**config.mk**
```make
export PLATFORM = sky130hd
export DESIGN_NAME = line_buffer_sequencer
export DESIGN_NICKNAME = d
export VERILOG_FILES = /design/src/rtl/line_buffer_sequencer.sv
export SDC_FILE = /design/constraint.sdc
export NUM_CORES = 1
export LEC_CHECK = 0
export CAP_MARGIN = 20
export CORE_MARGIN = 4
export CORE_UTILIZATION = 55
export CTS_CLUSTER_SIZE = 12
export DETAILED_ROUTE_END_ITERATION = 6
export PLACE_DENSITY = 0.95
export SYNTH_ARGS = -nofsm -noshare
export SYNTH_HDL_FRONTEND = slang
export SYNTH_SLANG_ARGS = --single-unit
export TNS_END_PERCENT = 1
```
**constraint.sdc**
```tcl
create_clock -name system_clk -period 7.55 [get_ports system_clk]
set_input_delay 1.1325 -clock system_clk [delete_from_list [all_inputs] [get_ports system_clk]]
set_output_delay 1.1325 -clock system_clk [all_outputs]
set_load 0.03 [all_outputs]
```
**src/rtl/line_buffer_sequencer.sv**
```systemverilog
// line_buffer_sequencer: frame controller feeding the 3x3 convolution line-buffer shift register
`ifndef FEATURE_WIDTH
`define FEATURE_WIDTH 8
`endif
module line_buffer_sequencer #(
    parameter int FEATURE_WIDTH = `FEATURE_WIDTH,
    parameter int FLUSH_CYCLES = 2
) (
    input  logic                       system_clk,
    input  logic                       rst_n,
    input  logic                       start,
    input  logic [9:0]                 row_size,
    input  logic [9:0]                 frame_rows,
    input  logic                       in_valid,
    output logic                       in_ready,
    input  logic [FEATURE_WIDTH*2-1:0] in_data,
    output logic                       sr_wr_en,
    output logic [FEATURE_WIDTH*2-1:0] sr_wr_data,
    output logic [9:0]                 sr_shift_size,
    output logic                       win_valid,
    output logic [9:0]                 win_row,
    output logic [9:0]                 win_col,
    output logic                       busy,
    output logic                       frame_done
);
    typedef enum logic [2:0] {IDLE, FILL, RUN, FLUSH, DONE} state_t;
    localparam logic [3:0] FLUSH_LAST = 4'(FLUSH_CYCLES - 1);
    state_t state, state_nx;
    logic [9:0] cfg_row, cfg_rows, row, col;
    logic [3:0] flush_cnt;
    logic xfer, col_last, row_last, win_hit;
    assign in_ready = state == FILL || state == RUN;
    assign xfer = in_valid && in_ready;
    assign sr_wr_en = xfer;
    assign sr_wr_data = in_data;
    assign busy = state != IDLE;
    assign frame_done = state == DONE;
    assign col_last = col == cfg_row - 10'd1;
    assign row_last = row == cfg_rows - 10'd1;
    // A window's bottom-right pixel is the one being written now
    assign win_hit = xfer && row >= 10'd2 && col >= 10'd2;
    always_comb begin
        state_nx = state;
        case (state)
            IDLE:  if (start) state_nx = (row_size >= 10'd3 && frame_rows >= 10'd3) ? FILL : DONE;
            FILL:  if (xfer && col_last && row == 10'd1) state_nx = RUN;
            RUN:   if (xfer && col_last && row_last) state_nx = FLUSH;
            FLUSH: if (flush_cnt == FLUSH_LAST) state_nx = DONE;
            default: state_nx = IDLE;
        endcase
    end
    always_ff @(posedge system_clk or negedge rst_n) begin
        if (!rst_n) begin
            state <= IDLE;
            cfg_row <= '0;
            cfg_rows <= '0;
            row <= '0;
            col <= '0;
            flush_cnt <= '0;
            sr_shift_size <= '0;
            win_valid <= 1'b0;
            win_row <= '0;
            win_col <= '0;
        end else begin
            state <= state_nx;
            win_valid <= win_hit;
            flush_cnt <= state == FLUSH ? flush_cnt + 4'd1 : 4'd0;
            if (state == IDLE && start) begin
                cfg_row <= row_size;
                cfg_rows <= frame_rows;
                sr_shift_size <= row_size;
                row <= '0;
                col <= '0;
            end else if (xfer) begin
                col <= col_last ? 10'd0 : col + 10'd1;
                if (col_last) row <= row + 10'd1;
            end
            if (win_hit) begin
                win_row <= row - 10'd2;
                win_col <= col - 10'd2;
            end
        end
    end
endmodule

```
==> key figures <==
Status
  – Status: finished, final reports clean

Place
  – Post-Place Setup Slack: between 3000 and 4000 ps
  – GPL Wtd Cong: 0.925
  – Hpwl dp: 7170 um
  – DP Area: 0.00481 mm2
  – IO buf count: between 50 and 60

Timing
  – Clock Skew: between 5 and 6 ps
  – RSZ-0062 raised after global routing: false
  – Least-Margin Pin Slew: 1050 ps
  – Fin. max-slew vios: 0
  – Fin Setup TNS: 0 ps
  – Slew headroom: 0.298
  – Crit path time final: between 4000 and 5000 ps
  – Fin. Hold Viols: 0
  – # setup viols final: 0
  – Crit share post-route: 0.544
  – Worst Slack Setup Final: 3440 ps
  – FMAX: between 200 and 250 MHz

CTS
  – CTS root buf: clkbuf_8
  – Hold Buf Count CTS: 0
  – PostCTS Resize Cnt: 0
  – Post-CTS setup buffers: 0
  – Clk_lat worst skew: 340 ps
  – CTS buffer count: 9
  – CTS tree: yes
  – Clk slew on worst S/H paths: 70 ps
  – CTS H-tree depth: 3
  – Clk sinks: 68
  – Clk buf depth: 2

Setup path
  – Crit Path Max Fanout: 14
  – R2R setup slack: 4740 ps
  – WP buf/inv: 3
  – Most used cell along the critical path: clkdlybuf4s50_1
  – Worst Path Class, Setup: input port to output port
  – Critical Path Sink Type: output port
  – Worst Path Arrival: 2970 ps
  – CP delay by family, top: buffers and inverters
  – CP max stage cell: clkdlybuf4s50_1
  – CP max stage delay: 760 ps
  – Critical Path RT: 6420 ps
  – Critical path startpoint category: input port
  – Worst path cell trace: clkdlybuf4s50_1 > nand2_1 > inv_1 > clkdlybuf4s50_1

Power
  – Part of the power in combinational logic: 0.481
  – Peak VDD IR: 0.182 mV
  – Register share of total power: 0.342
  – Cell Pwr Density: 359 mW/mm2
  – Int Pwr: 1.01 mW
  – Sw Share: 0.440
  – Overall power: around 1.8 mW
  – Leak: 2.25 nW
  – Clock share of power: 0.177
  – Sw Pwr: around 790 uW

Detailed routing
  – Total Wirelength: about 10000 um
  – Vias: 3803
  – Met2 wire len: 4850 um
  – Met3 routed WL: between 800 and 900 um
  – Via/cell ratio: 5.97
  – Wire per inst: roughly 16 um
  – Initial drt markers: roughly 340
  – Drt pass-1 iters: 7
  – Post-route met1 wirelength: 4200 um
  – Max layer used: met4
  – Residual DRC: 0
  – ANT nets after route: 0

GRT
  – Largest net degree at the start of global routing: 69
  – First-pass GRT wire length: ~17000 um
  – Antenna violations before repair: 0
  – All-Layer GR Usage: 0.229
  – GRT Residual Overflow: 0
  – Vias in the first global route: 3512

Die
  – Die Area: 0.00932 mm2
  – Io pins: 91
  – Core Region: 0.00769 mm2
  – # rows: 32
  – Chip Width: between 90 and 100 um
  – Initial Util: 0.561
  – Die height: approximately 97 um

Layout
  – Share of layout cells above drive strength 1: 0.0617
  – Ant diodes: 0
  – Filler Cell Count: 610
  – Commonest non-fill, non-tap cell in the layout: nand2_1
  – Commonest cells after routing, fill and taps aside: nand2_1 (95), dfrtp_1 (68), clkdlybuf4s50_1 (57), nor2_1 (40), inv_1 (21)
  – Layout net count: 584
  – Layout area overhead: 16.4%
  – Fin area: 0.00502 mm2

Logic synthesis
  – Dominant cell type by area after synthesis: dfrtp_1
  – Top cells by area, synth: dfrtp_1 (39%), nand2_1 (8.3%), xnor2_1 (4.1%)
  – Ys async rst share: 1.00
  – Syn_nets: 556
  – Synthesized area per cell: 8.57 um2
  – Number of flops mapped to enable cells by yosys: 0
  – Library cells used by synthesis: 57
  – Synth Flop Type: dfrtp_1
  – Sequential area share after synthesis: 0.395
  – Synth Warn #: 0
  – Share of the synthesized area in the top cell type: 0.395
  – Seq cells post-synth: about 70
  – Cells after synthesis: 503
  – Post-Syn Area: 0.00431 mm2

Job
  – Max cap viols: 0

Worst hold path
  – Hold WC Path Type: flop to flop
cell usage after synthesis (6+ instances only):
master     n
nand2_1   95
dfrtp_1   68
nor2_1    40
clkbuf_1  24
inv_1     21
a21oi_1   20
nand3_1   20
xnor2_1   20
nor3_1    18
buf_4     16
xor2_1    16
ha_1      13
nand2b_1  13
nor4_1    13
mux2i_1   11
o21ai_0   11
nor2b_1    6
power by group through the flow:
stage | Combinational (mW) | Sequential (mW) | Clock [mW]
finish | 0.866 | 0.616 | 0.319
global route | 0.945 | 0.632 | 0.342
floorplan | 0.513 | 0.692 | 0
detailed placement | 0.853 | 0.621 | 0
global placement | 0.822 | 0.611 | 0
CTS | 0.864 | 0.614 | 0.325
final timing paths:
path                               from            to  cells after the start
max                            in_valid      sr_wr_en                      4
min                        flush_cnt[0]  flush_cnt[0]                      1
max reg2reg                  cfg_row[2]      state[1]                      6
min reg2reg                flush_cnt[0]  flush_cnt[0]                      1
max in group asynchronous         rst_n    win_row[6]                      2
min in group asynchronous         rst_n    cfg_row[7]                      2
flip-flops by register name, indices dropped and copies added, names as in the netlist:
| register | cells |
|---|---|
| win_col | 10 |
| col | 10 |
| win_row | 10 |
| flush_cnt | 4 |
| cfg_row | 10 |
| win_valid | 1 |
| state | 3 |
| cfg_rows | 10 |
| row | 10 |
cell families after synthesis:
family,count (synthesis),share of synthesized area
simple gates,236,0.264
compound gates,70,0.120
flops,68,0.395
buf+inv,64,0.0714
xor+xnor,36,0.0731
mux,16,0.0395
fa+ha+maj,13,0.0377
worst register-to-register path, stage by stage (launching register included):
cell and delay (ps):
dfrtp_1 510, nor4_2 520, nand3_1 170, nor4b_2 460, o211ai_4 280, or4_4 630
a21oi_2 160
final cells by class:
class                           count  area [um2]  area share
Inverter                           21        78.8      0.0157
Clock buffer                       10         128      0.0254
Clock inverter                      5        77.6      0.0155
Multi-Input combinational cell    371        2310       0.461
Timing Repair Buffer               60         591       0.118
Tap cell                          102         128      0.0254
Sequential cell                    68        1700       0.339
through the flow:
stage / util / cells / hold WS (ps)
3_5_place_dp: 0.626 / 622 / 493
2_1_floorplan: - / 503 / 461
6_report: 0.653 / 637 / 503
3_3_place_gp: 0.626 / 622 / 476
4_1_cts: 0.653 / 637 / 502
5_1_grt: 0.653 / 637 / 521
metal layers:
metal  track usage  vias to the layer above
met3        0.0620                       38
met5             0                        -
met1         0.295                     1798
met4        0.0970                        0
met2         0.366                      194
li1              -                     1773
No activity file was read; power rests on OpenSTA's default activity.
